File: config.mk
export PLATFORM = sky130hd
export DESIGN_NAME = exmem_stage
export DESIGN_NICKNAME = d
export VERILOG_FILES = /design/src/rtl/exmem_stage.sv
export SDC_FILE = /design/constraint.sdc
export NUM_CORES = 1
export LEC_CHECK = 0
export ABC_AREA = 0
export CAP_MARGIN = 15
export CORE_MARGIN = 2
export CORE_UTILIZATION = 40
export CTS_CLUSTER_SIZE = 28
export DETAILED_ROUTE_END_ITERATION = 7
export PLACE_DENSITY = 0.71
export SLEW_MARGIN = 20
export SYNTH_ARGS = -nofsm -noshare
export SYNTH_HDL_FRONTEND = slang
export SYNTH_SLANG_ARGS = --single-unit
File: constraint.sdc
create_clock -name clk -period 1.6 [get_ports clk]
set_input_delay 0.32 -clock clk [delete_from_list [all_inputs] [get_ports clk]]
set_output_delay 0.32 -clock clk [all_outputs]
set_load 0.02 [all_outputs]
File: src/rtl/exmem_stage.sv
// EX/MEM pipeline stage: valid/ready handshake with a two-entry skid buffer,
// synchronous flush, bubble control gating, forwarding tap and stall counter.
//
// state   | meaning
// S_EMPTY | no entry held, outputs invalid
// S_ONE   | MAIN holds the head entry
// S_TWO   | MAIN holds the head, SKID holds the next entry, in_ready low
module exmem_stage #(
    parameter int XLEN = 32,
    parameter int REGW = 5,
    parameter int CNTW = 16
) (
    input  logic            clk,
    input  logic            rst_n,
    input  logic            flush,
    input  logic            in_valid,
    output logic            in_ready,
    input  logic [1:0]      in_wb,
    input  logic [1:0]      in_m,
    input  logic [XLEN-1:0] in_alu,
    input  logic [XLEN-1:0] in_op2,
    input  logic [REGW-1:0] in_rd,
    output logic            out_valid,
    input  logic            out_ready,
    output logic            out_reg_write,
    output logic            out_mem_to_reg,
    output logic            out_mem_read,
    output logic            out_mem_write,
    output logic [XLEN-1:0] out_addr,
    output logic [XLEN-1:0] out_wdata,
    output logic [REGW-1:0] out_rd,
    output logic            fwd_valid,
    output logic [REGW-1:0] fwd_rd,
    output logic [XLEN-1:0] fwd_data,
    output logic [CNTW-1:0] stall_cnt
);

    typedef enum logic [1:0] {
        S_EMPTY = 2'd0,
        S_ONE   = 2'd1,
        S_TWO   = 2'd2
    } state_t;

    state_t state, state_nxt;

    logic [1:0]      main_wb, main_m, skid_wb, skid_m;
    logic [XLEN-1:0] main_alu, main_op2, skid_alu, skid_op2;
    logic [REGW-1:0] main_rd, skid_rd;
    logic            in_ready_q;
    logic            accept, pop;
    logic            load_main_in, load_main_skid, load_skid;

    assign accept = in_valid & in_ready_q;
    assign pop    = out_valid & out_ready;

    always_comb begin
        state_nxt      = state;
        load_main_in   = 1'b0;
        load_main_skid = 1'b0;
        load_skid      = 1'b0;
        case (state)
            S_EMPTY: begin
                if (accept) begin
                    state_nxt    = S_ONE;
                    load_main_in = 1'b1;
                end
            end
            S_ONE: begin
                if (accept && pop) begin
                    load_main_in = 1'b1;
                end else if (accept) begin
                    state_nxt = S_TWO;
                    load_skid = 1'b1;
                end else if (pop) begin
                    state_nxt = S_EMPTY;
                end
            end
            S_TWO: begin
                if (pop) begin
                    state_nxt      = S_ONE;
                    load_main_skid = 1'b1;
                end
            end
            default: state_nxt = S_EMPTY;
        endcase
        // Flush drops the incoming transfer; MAIN keeps its data so outputs hold.
        if (flush) begin
            state_nxt      = S_EMPTY;
            load_main_in   = 1'b0;
            load_main_skid = 1'b0;
            load_skid      = 1'b0;
        end
    end

    always_ff @(posedge clk or negedge rst_n) begin
        if (!rst_n) begin
            state      <= S_EMPTY;
            in_ready_q <= 1'b1;
        end else begin
            state      <= state_nxt;
            in_ready_q <= (state_nxt != S_TWO);
        end
    end

    always_ff @(posedge clk or negedge rst_n) begin
        if (!rst_n) begin
            main_wb  <= '0;
            main_m   <= '0;
            main_alu <= '0;
            main_op2 <= '0;
            main_rd  <= '0;
        end else if (load_main_in) begin
            main_wb  <= in_wb;
            main_m   <= in_m;
            main_alu <= in_alu;
            main_op2 <= in_op2;
            main_rd  <= in_rd;
        end else if (load_main_skid) begin
            main_wb  <= skid_wb;
            main_m   <= skid_m;
            main_alu <= skid_alu;
            main_op2 <= skid_op2;
            main_rd  <= skid_rd;
        end
    end

    always_ff @(posedge clk or negedge rst_n) begin
        if (!rst_n) begin
            skid_wb  <= '0;
            skid_m   <= '0;
            skid_alu <= '0;
            skid_op2 <= '0;
            skid_rd  <= '0;
        end else if (load_skid) begin
            skid_wb  <= in_wb;
            skid_m   <= in_m;
            skid_alu <= in_alu;
            skid_op2 <= in_op2;
            skid_rd  <= in_rd;
        end
    end

    always_ff @(posedge clk or negedge rst_n) begin
        if (!rst_n) begin
            stall_cnt <= '0;
        end else if (out_valid && !out_ready && (stall_cnt != {CNTW{1'b1}})) begin
            stall_cnt <= stall_cnt + CNTW'(1);
        end
    end

    assign in_ready       = in_ready_q;
    assign out_valid      = (state != S_EMPTY);
    assign out_reg_write  = out_valid & main_wb[1];
    assign out_mem_to_reg = out_valid & main_wb[0];
    assign out_mem_read   = out_valid & main_m[1];
    assign out_mem_write  = out_valid & main_m[0];
    assign out_addr       = main_alu;
    assign out_wdata      = main_op2;
    assign out_rd         = main_rd;
    assign fwd_valid      = out_valid & out_reg_write & (out_rd != '0);
    assign fwd_rd         = out_rd;
    assign fwd_data       = out_addr;

endmodule

==> results.ini, run 1 <==
[run_status]
run_status=finished with violations
failed_checks=negative setup slack

[clock_tree]
cts_root_buf=clkbuf_16
clk_pin_slew_ps=70
h-tree-depth=4
cts_sinks=165
cts_made_buffers=17
clk_latency_ps=420
cts_tree=yes
cts_buffer_depth=2

[yosys]
synth.cell_area_mm2=0.00735
ys_seq_area_share_pct=56.2
synth_edf_count=0
syn-num-nets=683
ys_warn_count=0
synth_cells=604
yosysUniqueCellTypes=37
synth.avg_cell_area_um2=12.2
synth-main-ff-cell=dfrtp_1
async_flop_share_pct=100
synth_seq_cells=165

[worst_setup_path]
worstPathMaxFanout=2
slowest_stage=or4_4
start_kind=register
endpoint_kind=output pin
critPathTopFamily=simple AND/OR/NAND/NOR gates
rr_worst_depth=6
path_depth=3
required_ps=1280
path_buf_inv=1
worstPathCellList=or4_4 -> o21a_1 -> buf_2
crit_arrival_ps=1660
crit_type=register to output pin
slowest_delay_ps=540

[detailed_routing]
first_pass_iters=4
via_per_inst=5.12
vias=5593
drt-initial-drc-count=316
ant_nets=0
wl_met2_um=10600
routed.top_layer=met4
drt-wirelength-per-cell_um=19.7
dr_wl_met3_um=1190
finalWirelength_um=21600
drc=0
wl_met1_um=9500

[timing]
fin_crit_sh_pct=124
fmax_mhz=505
rsz0062_at_grt=yes
setup_viol=102
tns_ps=-5050
hold_viol_final=0
period_minus_slack_ps=1980
fin_skew_ps=8.83
fin_ws_ps=-382
tightestPinTransition_ps=464
maxSlewViolCount=0
slew_headroom_pct=69.0

[grt]
overflow=0
grt_pass1_vias=5481
grt.total_usage_pct=18.9
antenna_found_initial=0
grt_max_degree=55
grt_pass1_wl_um=29400

[cells_and_area]
areaGrowthSynthToFinish_pct=56.7
final_common_cell=dfrtp_1
mostFrequentLayoutCells=dfrtp_1 (162), dlygate4sd2_1 (99), clkdlybuf4s50_1 (75), nand2_2 (65), mux2_4 (59)
finish.net_count=930
drive_above_1_share_pct=41.7
design_area_mm2=0.0115
final_util_pct=63.9

[die]
io_pins=207
start_util_pct=40.8
rows=49
core_mm2=0.0180
die_h_um=140
die_width_um=140
dieArea_mm2=0.0195

[power]
total_power_mw=14.0
powerDensity_mw_per_mm2=1220
ir_drop_v=0.000759
leakagePower_nw=5.74

[job]
drv_cap=0

[placement]
io_buffers=206
place_area_mm2=0.00970
routabilityCongestion=0.846
hpwl_um=11900

[min_path]
hp-class=input pin to asynchronous set/reset pin

layout make-up:
type,instances,area (um^2)
tap,229,287
timing repair buffer,297,3230
clock inverter,11,104
sequential,165,4130
fill,1411,6500
multi-input combinational,368,3310
inverter,2,10.0
antenna,1,2.50
clock buffer,20,447
stage by stage:
step	setup WS [ps]	hold WS, ps	cells
finish	-382	351	1093
CTS	-404	352	1061
global route	-425	374	1092
global placement	-368	230	1019
floorplan	-61.0	24.4	604
detailed placement	-372	232	1019
path summary, 6_finish.rpt:
| path | startpoint | endpoint | slack (ps) |
|---|---|---|---|
| min reg2reg | main_wb[0]$_DFFE_PN0P_ | main_wb[0]$_DFFE_PN0P_ | 480 |
| min | rst_n | fwd_data[29]$_DFFE_PN0P_ | 350 |
| max reg2reg | state[1]$_DFF_PN0_ | skid_op2[11]$_DFFE_PN0P_ | -100 |
| min in group clk | out_ready | in_ready$_DFF_PN1_ | 470 |
| max in group asynchronous | rst_n | stall_cnt[13]$_DFFE_PN0P_ | 650 |
| max | fwd_rd[0]$_DFFE_PN0P_ | fwd_valid | -380 |
registers in the layout (all words and copies together) (netlist names):
signal     flops
main_wb        2
skid_alu      32
skid_op2      32
fwd_rd         5
skid_wb        2
stall_cnt     16
state          2
fwd_data      32
skid_m         2
skid_rd        5
in_ready       1
out_wdata     32
main_m         2
synth_stat cells, drive strengths merged (2+ instances only):
cell type	instances	share of area [%]
inv	2	0.10
nand3	2	0.14
nor2	8	0.44
and3	3	0.26
nor4	2	0.34
and4bb	3	0.56
and2	2	0.17
nand2	156	8.0
buf	70	7.3
nor3b	2	0.20
dfrtp	164	56
nor2b	5	0.43
nand4	4	0.34
nor3	5	0.34
o21a	3	0.31
a22oi	73	7.5
mux2	74	14
xor2	14	1.7
cell families (layout without fill, tap and decap cells):
kind of cell / count (synthesis) / after routing / share of synthesized area (%)
muxes: 75 / 75 / 14.5
DFF: 165 / 165 / 56.2
and+or+nand+nor: 196 / 197 / 11.6
other: 0 / 1 / 0
xor gates and xnor gates: 15 / 15 / 1.79
AOI/OAI and AO/OA: 80 / 80 / 8.35
adders and majority gates: 1 / 1 / 0.170
buffers and inverters: 72 / 330 / 7.44
routing by layer:
metal / up-vias / track usage (%)
met5: - / 0
met1: 2854 / 26.0
met3: 20 / 4.44
met4: 0 / 5.68
li1: 2552 / -
met2: 167 / 30.1
power by group:
group | leakage (nW) | switching [mW] | total [mW] | internal (mW)
Sequential | 2.04 | 0.756 | 5.92 | 5.17
Combinational | 3.43 | 1.97 | 4.21 | 2.24
Clock | 0.267 | 1.69 | 3.87 | 2.18
Total | 5.74 | 4.41 | 14.0 | 9.59
timing repair:
item,CTS,global route
setup buffers,5,15
setup endpoints to repair,174,172
pin swaps,3,76
hold buffers,1,0
gates cloned,6,20
hold endpoints to repair,26,0
resized for setup,193,222
Power figures use the tool's default switching activity.
==> run 2: changes to the inputs <==
Settings changed: SETUP_SLACK_MARGIN from default to 0.3.
==> run 2 against run 1 <==
- the run still ends with negative setup slack left
- via count increased by 3.0%
- non-clock buffer count increased by 47
- final cell count increased by 4.4%
- critical path depth unchanged
- worst hold slack improved by 22 ps
- clock power increased by 9.0%
- design area increased by 8.3%
- largest power group unchanged
==> results.ini, run 2 (synthesis gave the netlist of run 1 again) <==
[timing]
fin_crit_sh_pct=125  ; was 124%
fmax_mhz=500  ; was 505 MHz
tightestPinTransition_ps=381  ; was 464 ps
rsz0062_at_grt=yes  ; unchanged
period_minus_slack_ps=2000  ; was 1980 ps
fin_ws_ps=-400  ; was -382 ps
slew_headroom_pct=74.6  ; was 69.0%
setup_viol=152  ; was 102
fin_skew_ps=6.32  ; was 8.83 ps
hold_viol_final=0  ; unchanged
maxSlewViolCount=0  ; unchanged

[grt]
grt_max_degree=54  ; was 55
use_met2_pct=34.2  ; was 30.1%
overflow=0  ; unchanged
grt_util_met3_pct=4.92  ; was 4.44%
grt.busiest_layer=met2  ; unchanged
grt_pass1_wl_um=32400  ; was 29,400 um
grt_pass1_vias=5710  ; was 5,481
antenna_found_initial=0  ; unchanged
grt.total_usage_pct=21.3  ; was 18.9%
grt_use_met1_pct=29.0  ; was 26.0%

[worst_setup_path]
crit_type=register to output pin  ; unchanged
reg2reg_from=state[1]$_DFF_PN0_  ; unchanged
crit_start=fwd_rd[3]$_DFFE_PN0P_  ; was fwd_rd[0]$_DFFE_PN0P_
ff2ff_setup_slack_ps=-140  ; was -100 ps
cp-endpoint=fwd_valid  ; unchanged
reg2reg_to=fwd_data[25]$_DFFE_PN0P_  ; was skid_op2[11]$_DFFE_PN0P_
start_kind=register  ; unchanged
worstPathMaxFanout=2  ; unchanged
required_ps=1280  ; about the same
crit_arrival_ps=1680  ; was 1660 ps
rr_worst_depth=9  ; was 6
endpoint_kind=output pin  ; unchanged

[clock_tree]
cts_made_buffers=17  ; unchanged
cts_tree=yes  ; unchanged
clk_latency_ps=420  ; about the same
cts_root_buf=clkbuf_16  ; unchanged
h-tree-depth=4  ; unchanged
cts_sinks=165  ; unchanged
clk_pin_slew_ps=70  ; about the same
cts_buffer_depth=2  ; unchanged

[die]
rows=49  ; unchanged
die_width_um=140  ; unchanged
start_util_pct=40.8  ; unchanged
io_pins=207  ; unchanged
dieArea_mm2=0.0195  ; unchanged
core_mm2=0.0180  ; unchanged
die_h_um=140  ; unchanged

[detailed_routing]
drt-wirelength-per-cell_um=19.7  ; about the same
drt-initial-drc-count=260  ; was 316
first_pass_iters=4  ; unchanged
ant_nets=0  ; unchanged
vias=5760  ; was 5,593
finalWirelength_um=22500  ; was 21,600 um
via_per_inst=5.05  ; was 5.12
drc=0  ; unchanged

[cells_and_area]
areaGrowthSynthToFinish_pct=69.6  ; was 56.7%
mostFrequentLayoutCells=buf_6 (155), dfrtp_1 (153), nand2_1 (113), clkdlybuf4s50_1 (76), buf_4 (67)  ; was dfrtp_1 (162), dlygate4sd2_1 (99), clkdlybuf4s50_1 (75), nand2_2 (65), mux2_4 (59)
final_common_cell=buf_6  ; was dfrtp_1
final_cells=1141  ; was 1,093
n_antenna_cell=0  ; was 1
drive_above_1_share_pct=57.0  ; was 41.7%
final_util_pct=69.2  ; was 63.9%
finish.net_count=978  ; was 930

[power]
ir_drop_v=0.00130  ; was 0.000759 V
p_switching_mw=4.73  ; was 4.41 mW
p_comb_share_pct=33.7  ; was 30.1%
p_int_mw=10.7  ; was 9.59 mW
powerDensity_mw_per_mm2=1240  ; was 1220 mW/mm^2
switching_share_pct=30.6  ; was 31.5%
leakagePower_nw=5.99  ; was 5.74 nW
p_seq_share_pct=39.0  ; was 42.3%
clockPowerShare_pct=27.3  ; was 27.6%

[placement]
io_buffers=206  ; unchanged
routabilityCongestion=0.822  ; was 0.846
hpwl_um=12100  ; was 11,900 um
dp.cells=1013  ; was 1,019

[run_status]
run_status=finished with violations  ; unchanged
failed_checks=negative setup slack  ; unchanged

[min_path]
hp-class=input pin to asynchronous set/reset pin  ; unchanged

[job]
drv_cap=0  ; unchanged

run 2: timing repair:
action                                  in CTS  in global routing
gates cloned                                12                 12
setup buffers                               31                 40
endpoints found under the hold margin       29                  0
gates resized for setup                    748                218
endpoints found under the setup margin     293                294
hold buffers                                 1                  0
pin swaps                                   28                 75
run 2: power groups by stage:
| stage | Combinational, mW | Clock, mW | Sequential, mW |
|---|---|---|---|
| 6_report | 5.22 | 4.22 | 6.04 |
| 2_1_floorplan | 1.85 | 0 | 6.24 |
| 4_1_cts | 4.47 | 4.28 | 5.89 |
| 3_5_place_dp | 4.05 | 0 | 5.85 |
| 5_1_grt | 5.51 | 4.47 | 6.15 |
| 3_3_place_gp | 3.95 | 0 | 5.84 |
run 2: worst min path at each step:
| stage | start | to | cells after the start |
|---|---|---|---|
| after floorplan | rst_n | fwd_data[0]$_DFFE_PN0P_ | 0 |
| after global placement | rst_n | fwd_data[26]$_DFFE_PN0P_ | 1 |
| after detailed placement | rst_n | fwd_data[26]$_DFFE_PN0P_ | 1 |
| after CTS | rst_n | fwd_data[26]$_DFFE_PN0P_ | 2 |
| after global routing | rst_n | fwd_data[28]$_DFFE_PN0P_ | 2 |
| final | rst_n | fwd_data[26]$_DFFE_PN0P_ | 2 |
run 2: final cells by class:
type / instances / area [um^2]
Clock buffer: 17 / 425
Clock inverter: 15 / 178
Fill cell: 1247 / 5550
Inverter: 2 / 7.51
Multi-Input combinational cell: 369 / 3390
Sequential cell: 165 / 4140
Tap cell: 229 / 287
Timing Repair Buffer: 344 / 4040
run 2: per-stage QoR:
stage	area, um^2	setup TNS [ps]	worst slack, ps	hold slack [ps]	total power [mW]
2_1_floorplan	7440	-1330	-23.1	24.4	8.09
3_3_place_gp	9750	-44810	-398	251	9.79
3_5_place_dp	9750	-49540	-389	255	9.90
4_1_cts	11100	-7630	-432	363	14.6
5_1_grt	12500	-16900	-439	377	16.1
6_report	12500	-9520	-400	373	15.5
run 2: routing by layer:
metal / part of all wire [%] / routed length, um
met1: 43 / 9600
met3: 5.0 / 1120
met5: 0 / 0
met4: 1.8 / 406
met2: 51 / 11400
run 2: critical path, stage by stage (launching register included):
cell and delay (ps):
dfrtp_2 400, or4_4 530, o21a_2 210, buf_6 120
